--- src/rtl/spi_burst_ram.sv ---
// -----------------------------------------------------------------------------
// spi_burst_ram
//
// SPI slave with an integrated single-port RAM. The SPI pins are sampled
// on every rising edge of the system clock (one bit per clk cycle).
// A transaction starts with a 2-bit opcode:
//   00 : load the write pointer (ADDR_SIZE bits)
//   01 : burst write, one memory word per DATA_WIDTH bits, write pointer
//        auto-increments
//   10 : load the read pointer (ADDR_SIZE bits)
//   11 : burst read, gapless MSB-first stream on MISO, read pointer
//        auto-increments
// Pointers wrap to 0 when they reach MEM_DEPTH. An access through a
// pointer >= MEM_DEPTH is dropped (write) or returns zeros (read) and sets
// the sticky err flag.
//
// Ports
//   clk    : system clock, all sampling on the rising edge
//   rst_n  : asynchronous active-low reset (RAM contents are kept)
//   SS_n   : slave select, active low, frames a transaction
//   MOSI   : serial data in, MSB first
//   MISO   : serial data out, MSB first, registered
//   busy   : high while a transaction is in progress
//   err    : sticky out-of-range flag, cleared only by reset
// -----------------------------------------------------------------------------
module spi_burst_ram #(
  parameter int DATA_WIDTH = 8,
  parameter int ADDR_SIZE  = 8,
  parameter int MEM_DEPTH  = 256
) (
  input  logic clk,
  input  logic rst_n,
  input  logic SS_n,
  input  logic MOSI,
  output logic MISO,
  output logic busy,
  output logic err
);

  localparam int CNT_MAX = (DATA_WIDTH > ADDR_SIZE) ? DATA_WIDTH : ADDR_SIZE;
  localparam int CNT_W   = $clog2(CNT_MAX + 1);
  localparam int MEM_AW  = (MEM_DEPTH > 1) ? $clog2(MEM_DEPTH) : 1;

  localparam logic [CNT_W-1:0]   CNT_ZERO  = CNT_W'(0);
  localparam logic [CNT_W-1:0]   CNT_ONE   = CNT_W'(1);
  localparam logic [CNT_W-1:0]   DATA_LAST = CNT_W'(DATA_WIDTH - 1);
  localparam logic [CNT_W-1:0]   ADDR_LAST = CNT_W'(ADDR_SIZE - 1);
  localparam logic [ADDR_SIZE:0] DEPTH_EXT = (ADDR_SIZE + 1)'(MEM_DEPTH);

  typedef enum logic [2:0] {
    ST_IDLE,
    ST_CMD,
    ST_WR_ADDR,
    ST_WR_DATA,
    ST_RD_ADDR,
    ST_RD_DATA,
    ST_DONE
  } state_e;

  state_e                  state_q,   state_d;
  logic [CNT_W-1:0]        cnt_q,     cnt_d;
  logic                    op_q,      op_d;
  logic [ADDR_SIZE-1:0]    addr_sh_q, addr_sh_d;
  logic [DATA_WIDTH-1:0]   data_sh_q, data_sh_d;
  logic [ADDR_SIZE-1:0]    wr_ptr_q,  wr_ptr_d;
  logic [ADDR_SIZE-1:0]    rd_ptr_q,  rd_ptr_d;
  logic                    err_q,     err_d;
  logic                    miso_q,    miso_d;
  logic                    busy_q,    busy_d;

  logic                    mem_we_s;
  logic [DATA_WIDTH-1:0]   mem_wd_s;
  logic [DATA_WIDTH-1:0]   rd_word_s;

  logic [DATA_WIDTH-1:0]   mem [MEM_DEPTH];

  // True when the pointer addresses a physically present word.
  function automatic logic ptr_in_range(input logic [ADDR_SIZE-1:0] ptr);
    ptr_in_range = ({1'b0, ptr} < DEPTH_EXT);
  endfunction

  // Pointer advance with wrap to zero at MEM_DEPTH.
  function automatic logic [ADDR_SIZE-1:0] ptr_inc(input logic [ADDR_SIZE-1:0] ptr);
    logic [ADDR_SIZE:0] sum;
    sum = {1'b0, ptr} + {{ADDR_SIZE{1'b0}}, 1'b1};
    if (sum >= DEPTH_EXT) begin
      ptr_inc = {ADDR_SIZE{1'b0}};
    end else begin
      ptr_inc = sum[ADDR_SIZE-1:0];
    end
  endfunction

  // MSB-first shift of one serial bit into an address-sized register.
  function automatic logic [ADDR_SIZE-1:0] shift_addr(input logic [ADDR_SIZE-1:0] v,
                                                      input logic b);
    shift_addr = (v << 1'b1) | ADDR_SIZE'(b);
  endfunction

  // MSB-first shift of one serial bit into a word-sized register.
  function automatic logic [DATA_WIDTH-1:0] shift_data(input logic [DATA_WIDTH-1:0] v,
                                                      input logic b);
    shift_data = (v << 1'b1) | DATA_WIDTH'(b);
  endfunction

  // Word presented to the read path; out-of-range pointers read as zero.
  always_comb begin
    rd_word_s = {DATA_WIDTH{1'b0}};
    if (ptr_in_range(rd_ptr_q)) begin
      rd_word_s = mem[rd_ptr_q[MEM_AW-1:0]];
    end else begin
      rd_word_s = {DATA_WIDTH{1'b0}};
    end
  end

  // Next-state, datapath and output computation for the serial engine.
  always_comb begin
    state_d   = state_q;
    cnt_d     = cnt_q;
    op_d      = op_q;
    addr_sh_d = addr_sh_q;
    data_sh_d = data_sh_q;
    wr_ptr_d  = wr_ptr_q;
    rd_ptr_d  = rd_ptr_q;
    err_d     = err_q;
    mem_we_s  = 1'b0;
    mem_wd_s  = shift_data(data_sh_q, MOSI);

    if ((state_q != ST_IDLE) && SS_n) begin
      // Deselect abandons any partial word/address; earlier increments stay.
      state_d = ST_IDLE;
      cnt_d   = CNT_ZERO;
    end else begin
      case (state_q)
        ST_IDLE: begin
          // MOSI is not sampled on the selecting edge.
          if (!SS_n) begin
            state_d = ST_CMD;
            cnt_d   = CNT_ZERO;
          end else begin
            state_d = ST_IDLE;
          end
        end

        ST_CMD: begin
          if (cnt_q == CNT_ZERO) begin
            op_d  = MOSI;
            cnt_d = CNT_ONE;
          end else begin
            cnt_d     = CNT_ZERO;
            addr_sh_d = {ADDR_SIZE{1'b0}};
            // Cleared so MISO stays low until the first word is loaded.
            data_sh_d = {DATA_WIDTH{1'b0}};
            case ({op_q, MOSI})
              2'b00:   state_d = ST_WR_ADDR;
              2'b01:   state_d = ST_WR_DATA;
              2'b10:   state_d = ST_RD_ADDR;
              2'b11:   state_d = ST_RD_DATA;
              default: state_d = ST_IDLE;
            endcase
          end
        end

        ST_WR_ADDR, ST_RD_ADDR: begin
          addr_sh_d = shift_addr(addr_sh_q, MOSI);
          if (cnt_q == ADDR_LAST) begin
            if (state_q == ST_WR_ADDR) begin
              wr_ptr_d = addr_sh_d;
            end else begin
              rd_ptr_d = addr_sh_d;
            end
            state_d = ST_DONE;
            cnt_d   = CNT_ZERO;
          end else begin
            cnt_d = cnt_q + CNT_ONE;
          end
        end

        ST_WR_DATA: begin
          data_sh_d = shift_data(data_sh_q, MOSI);
          if (cnt_q == DATA_LAST) begin
            cnt_d    = CNT_ZERO;
            wr_ptr_d = ptr_inc(wr_ptr_q);
            if (ptr_in_range(wr_ptr_q)) begin
              mem_we_s = 1'b1;
            end else begin
              err_d = 1'b1;
            end
          end else begin
            cnt_d = cnt_q + CNT_ONE;
          end
        end

        ST_RD_DATA: begin
          // cnt 0 loads a fresh word; the remaining counts shift it out,
          // so consecutive words follow without a gap.
          if (cnt_q == CNT_ZERO) begin
            data_sh_d = rd_word_s;
            rd_ptr_d  = ptr_inc(rd_ptr_q);
            cnt_d     = CNT_ONE;
            if (!ptr_in_range(rd_ptr_q)) begin
              err_d = 1'b1;
            end else begin
              err_d = err_q;
            end
          end else begin
            data_sh_d = shift_data(data_sh_q, 1'b0);
            if (cnt_q == DATA_LAST) begin
              cnt_d = CNT_ZERO;
            end else begin
              cnt_d = cnt_q + CNT_ONE;
            end
          end
        end

        ST_DONE: begin
          state_d = ST_DONE;
        end

        default: begin
          state_d = ST_IDLE;
          cnt_d   = CNT_ZERO;
        end
      endcase
    end

    busy_d = (state_d != ST_IDLE);
    if (state_d == ST_RD_DATA) begin
      miso_d = data_sh_d[DATA_WIDTH-1];
    end else begin
      miso_d = 1'b0;
    end
  end

  // Engine state and registered outputs.
  always_ff @(posedge clk or negedge rst_n) begin
    if (!rst_n) begin
      state_q   <= ST_IDLE;
      cnt_q     <= CNT_ZERO;
      op_q      <= 1'b0;
      addr_sh_q <= {ADDR_SIZE{1'b0}};
      data_sh_q <= {DATA_WIDTH{1'b0}};
      wr_ptr_q  <= {ADDR_SIZE{1'b0}};
      rd_ptr_q  <= {ADDR_SIZE{1'b0}};
      err_q     <= 1'b0;
      miso_q    <= 1'b0;
      busy_q    <= 1'b0;
    end else begin
      state_q   <= state_d;
      cnt_q     <= cnt_d;
      op_q      <= op_d;
      addr_sh_q <= addr_sh_d;
      data_sh_q <= data_sh_d;
      wr_ptr_q  <= wr_ptr_d;
      rd_ptr_q  <= rd_ptr_d;
      err_q     <= err_d;
      miso_q    <= miso_d;
      busy_q    <= busy_d;
    end
  end

  // RAM write port; contents deliberately survive rst_n.
  always_ff @(posedge clk) begin
    if (mem_we_s) begin
      mem[wr_ptr_q[MEM_AW-1:0]] <= mem_wd_s;
    end
  end

  assign MISO = miso_q;
  assign busy = busy_q;
  assign err  = err_q;

endmodule

--- config.mk ---
export PLATFORM = sky130hd
export DESIGN_NAME = spi_burst_ram
export DESIGN_NICKNAME = d
export VERILOG_FILES = /design/src/rtl/spi_burst_ram.sv
export SDC_FILE = /design/constraint.sdc
export NUM_CORES = 2
export LEC_CHECK = 0
export CAP_MARGIN = 20
export CORE_MARGIN = 4
export CORE_UTILIZATION = 30
export CTS_CLUSTER_DIAMETER = 100
export DETAILED_ROUTE_END_ITERATION = 8
export HOLD_SLACK_MARGIN = 0.02
export SLEW_MARGIN = 15
export SYNTH_ARGS = -nofsm -noshare
export SYNTH_HDL_FRONTEND = slang
export SYNTH_SLANG_ARGS = --single-unit
--- constraint.sdc ---
create_clock -name clk -period 4.1 [get_ports clk]
set_input_delay 1.23 -clock clk [delete_from_list [all_inputs] [get_ports clk]]
set_output_delay 1.23 -clock clk [all_outputs]
set_load 0.005 [all_outputs]
**Word-level counts from Yosys, hierarchy flattened**

Memories as Yosys holds them, arrays and structs flattened.
Index checks and enable logic that the tools add are counted.

- Mux-type cells: 34
- Bitwise gates (word level): 3
- Magnitude comparators: 2
- Reductions and logical operators: 19
- $add $sub $neg: 3
- Equality and inequality tests: 19

Operators with widths:

| operator | count |
|---|---|
| 2-to-1 mux 8 bit | 11 |
| case mux 8 bit (2 select lines) | 2 |
| case mux 8 bit (3 select lines) | 1 |
| case mux 4 bit (5 select lines) | 1 |
| adder 8 x 1 -> 9 bit (second input constant) | 2 |
| greater-or-equal comparator 9 bit (second input constant) | 2 |
| 2-to-1 mux 4 bit | 4 |
| OR 8 x 1 -> 8 bit | 2 |
| case mux 3 bit (5 select lines) | 1 |
| inequality test 2 bit (second input constant) | 7 |
| case mux 7 bit (2 select lines) | 1 |
| equality test 3 bit (second input constant) | 4 |
| case mux 3 bit (4 select lines) | 1 |
| AND reduction 5 bit | 2 |
| 2-to-1 mux 3 bit | 3 |
| AND reduction 3 bit | 3 |
| nonzero test 3 bit | 3 |
| 2-to-1 mux 1 bit | 8 |
| 2-to-1 mux 7 bit | 1 |
| equality test 3 x 2 -> 1 bit (second input constant) | 2 |
| nonzero test 2 bit | 3 |
| adder 4 x 1 -> 4 bit (second input constant) | 1 |
| equality test 2 bit (second input constant) | 2 |
| equality test 4 x 3 -> 1 bit (second input constant) | 1 |
| other kinds (11) | 12 |

- Memory bits (writable): 2048
- Output and inout bits: 3
- Input bits: 4
- Bits in registers: 41
- Logic and storage cells: 91
- Memories: 1

Memories:

| memory | words | width | read ports | clocked after memory_dff | write ports | line | text |
|---|---|---|---|---|---|---|---|
| mem | 256 | 8 | 1 | 0 | 1 | 75 | `logic [DATA_WIDTH-1:0] mem [MEM_DEPTH];` |

**Longest topological paths before layout**

- Depth after elaboration: 7
- Mapped depth: 13
- Depth with buffers taken out: 9

**Worst setup path after synthesis**

OpenSTA, ideal clock, no wires.

- Path kind: register to register
- From: register data_sh_q[3] (netlist name)
- To: register data_sh_q[3]
- Cell stages (with the launch flop): 5
- Data required time: 4.014 ns
- Buffers on the path: 0
- Period minus slack after synthesis: 4.445 ns
- Data arrival time: 4.359 ns
- Path slack: -0.345 ns
- Setup time: 0.086 ns
- Cells stage by stage: dfrtp_1 > a22oi_1 > nor4b_1 > o2bb2ai_1 > nor3_1

RTL lines:

| what | line | text |
|---|---|---|
| end signal: assignment | 241 | `data_sh_q <= {DATA_WIDTH{1'b0}};` |
| end signal: assignment | 252 | `data_sh_q <= data_sh_d;` |
| end: declaration | 64 | `logic [DATA_WIDTH-1:0] data_sh_q, data_sh_d;` |

**Worst setup path after layout**

- From: register rd_ptr_q[0]
- To: register miso_q (netlist: MISO)

- Word-level cells in the longest chain between the ends: 5

RTL lines:

| what | line | text |
|---|---|---|
| start: declaration | 66 | `logic [ADDR_SIZE-1:0] rd_ptr_q, rd_ptr_d;` |
| start signal: assignment | 243 | `rd_ptr_q <= {ADDR_SIZE{1'b0}};` |
| start signal: assignment | 254 | `rd_ptr_q <= rd_ptr_d;` |
| memory read (256 x 8 bit) | n/a |  |
| 2-to-1 mux 8 bit | 196 | `if (cnt_q == CNT_ZERO) begin` |
| case mux 8 bit (3 select lines) | 133 | `case (state_q)` |
| 2-to-1 mux 8 bit | 128 | `if ((state_q != ST_IDLE) && SS_n) begin` |
| 2-to-1 mux 1 bit | 227 | `if (state_d == ST_RD_DATA) begin` |
| via miso_d | 68 | `logic miso_q, miso_d;` |
| end signal: assignment | 256 | `miso_q <= miso_d;` |
| end: declaration | 68 |  |

The timed path passes the listed nets, and every way through them passes these cells.
A chain may end at the register's enable or synchronous reset.

==> impl_metrics.ini <==
[clock_tree]
htreeDepth = 4
numCtsBuffers = 207
cts_hold_buf = 0
cts_resized = 0
clockBufferDepth = 3
clock-sinks = 2089
cts_tree = built
cts_root_buf = clkbuf_16
clk_transition_reported_paths_ns = 0.06
cts_setup_buffers = 0
clock_latency_ns = 0.85

[worst_setup_path]
worst-setup-path-type = flip-flop to flip-flop
path_max_fanout = 26
crit_arrival_ns = 4.53
worstSetupStartpointType = flip-flop
ff2ff_path_depth = 9
worstPathRequired_ns = 4.84
endpoint_kind = flip-flop

[route]
first_iter_violations = 5592
wl_per_cell_um = 27.7
highest-signal-layer = met4
drt_pass1_iterations = 6
drc_errors = 0
route.vias.total = 43700
ant_nets = 0
wl_met2_mm = 107
dr_wl_met3_mm = 21.9
vias_per_cell = 5.27
drt_wl_total_mm = 229
wl_met1_mm = 93.5

[yosys]
synth_ff_type = edfxtp_1
syn_inst = 4033
ys_ff_latch = 2089
synth_edf_count = 2048
synth_area_per_cell_um2 = 20.3
postSynth.asyncResetShare_pct = 1.96
ys.warnings.count = 0
syn_nets = 4044
synth_area_um2 = 82000
seq_area_frac_synth_pct = 76.2
yosysUniqueCellTypes = 85

[timing]
slew_violations = 0
finalSetupTns_ns = 0
layout_min_cycle_time_ns = 3.78
whs_ns = 0.506
period_share_pct = 92.3
finClkSkew_ns = 0.0418
hold_viol = 0
final-setup-viol-count = 0
clock.fmax_ghz = 0.264
tightest_slew_ns = 1.07
relSlewSlack_pct = 28.5
grt_setup_unrepaired = false

[power]
power.density_nw_per_um2 = 567
p_total_uw = 54600
vdd_drop_max_uv = 625
p_leak_uw = 0.0307

[floorplan]
pin_count = 7
start_util_pct = 30.2
die_width_um = 531
core_um2 = 271000
row_count = 191
dieHeight_um = 531
die_area_um2 = 282000

[layout]
final_cell_mix = edfxtp_1 (2048), buf_4 (509), mux4_2 (426)
num-nets-final = 4557
drive_gt1_share_pct = 27.5
fill_cells = 25100
final_common_cell = edfxtp_1
syn2layout_area_growth_pct = 17.3

[placement]
dp_hpwl_mm = 143
place.gp.congestion = 0.906
port_buffers = 5

[grt]
grt_use_total_pct = 16.1
overflow = 0
antenna_found_initial = 6
grt_max_degree = 151
grt_pass1_vias = 43200
grt_pass1_wl_mm = 327

[worst_hold_path]
min_path_type = primary input to async pin

[run]
cap_violations = 0

[status]
status = completed
[layer usage]
metal  vias to the layer above  GRT usage [%]
met5                         -              0
met4                         0           4.89
met3                       387           3.51
met2                      2247           25.1
met1                     23300           22.5
li1                      17800              -
[path summary, 6_finish.rpt]
kind,endpoint,slack [ns],startpoint
worst max register to register,MISO$_DFF_PN0_,0.32,rd_ptr_q[0]$_DFFE_PN0P_
max in group asynchronous,wr_ptr_q[7]$_DFFE_PN0P_,2.83,rst_n
worst min register to register,data_sh_q[7]$_DFF_PN0_,0.51,data_sh_q[7]$_DFF_PN0_
worst max-delay path,MISO$_DFF_PN0_,0.32,rd_ptr_q[0]$_DFFE_PN0P_
min in group clk,data_sh_q[7]$_DFF_PN0_,0.51,data_sh_q[7]$_DFF_PN0_
worst min-delay path,busy$_DFF_PN0_,0.51,rst_n
[registers in the layout, indices dropped and copies added (netlist names)]
register / cells
rd_ptr_q: 8
wr_ptr_q: 8
data_sh_q: 8
busy: 1
op_q: 1
MISO: 1
cnt_q: 4
state_q: 3
addr_sh_q: 7
mem: 2048
[power by group]
group | leakage [µW] | total (µW) | internal, µW | switching (µW)
Sequential | 0.0194 | 26000 | 25200 | 836
Combinational | 0.00811 | 10300 | 3630 | 6690
Clock | 0.00316 | 18200 | 10200 | 8020
[critical path, stage by stage (launching register included)]
cell,delay (ns)
dfrtp_4,0.53
buf_12,0.25
buf_4,0.42
mux4_2,0.60
a221oi_1,0.52
o22ai_1,0.34
o311a_1,0.43
a311oi_2,0.27
nor4_1,0.12
buf_4,0.14
[synth_stat cells, types with 5 or more instances]
cell type	number	area (µm²)
edfxtp_1	2048	61500
mux4_2	426	9590
nor2_1	305	1140
mux2i_1	201	2010
nand2_1	137	514
clkbuf_1	107	402
a21oi_1	76	380
a22oi_1	60	450
o21ai_0	52	260
buf_2	51	255
o221ai_1	47	412
dfrtp_1	41	1030
buf_6	38	428
a221oi_1	34	298
a22o_1	33	289
nand3_1	32	160
o22ai_1	31	194
a211oi_1	25	188
buf_4	23	173
inv_1	21	78.8
buf_8	16	240
nor3_1	16	80.1
mux4_1	15	394
a31oi_1	13	81.3
buf_1	10	37.5
nand2b_1	10	62.6
nor2b_1	10	62.6
a2111oi_0	9	78.8
mux2_2	9	101
and3_1	8	50.1
o211ai_1	8	60.1
or3_1	8	50.1
ha_1	7	87.6
nor4_1	7	43.8
nand4_1	5	31.3
[stage by stage]
stage	instances	worst slack [ns]	area [µm²]	util, %
6_report	8285	0.317	96200	35.4
5_1_grt	8284	0.242	96200	35.4
4_1_cts	8283	0.372	96200	35.4
3_5_place_dp	7907	-0.242	89700	33.1
3_3_place_gp	7904	-0.241	89700	33.0
2_1_floorplan	4033	0.0952	82000	-
[logic make-up (layout without fill, tap and decap cells)]
kind of cell	Yosys count	count (layout)	synth area share, %
buf+inv	274	954	2.05
other cells	1	3	0.00457
flops	2089	2089	76.2
compound gates	450	450	3.97
simple gates	560	560	2.89
fa+ha+maj	7	7	0.107
xor+xnor	1	1	0.0107
mux	651	651	14.8
[final cells by class]
class / instances / area [µm²] / share of cell area [%]
inverters: 23 / 88.8 / 0.0923
clock inverters: 101 / 930 / 0.966
clock buffers: 275 / 5550 / 5.77
multi-input cells: 1670 / 17900 / 18.6
well taps: 3570 / 4470 / 4.64
diodes: 2 / 5.00 / 0.00520
flip-flops and latches: 2089 / 62600 / 65.0
repair buffers: 555 / 4690 / 4.87
(Power assumes the default switching activity.)
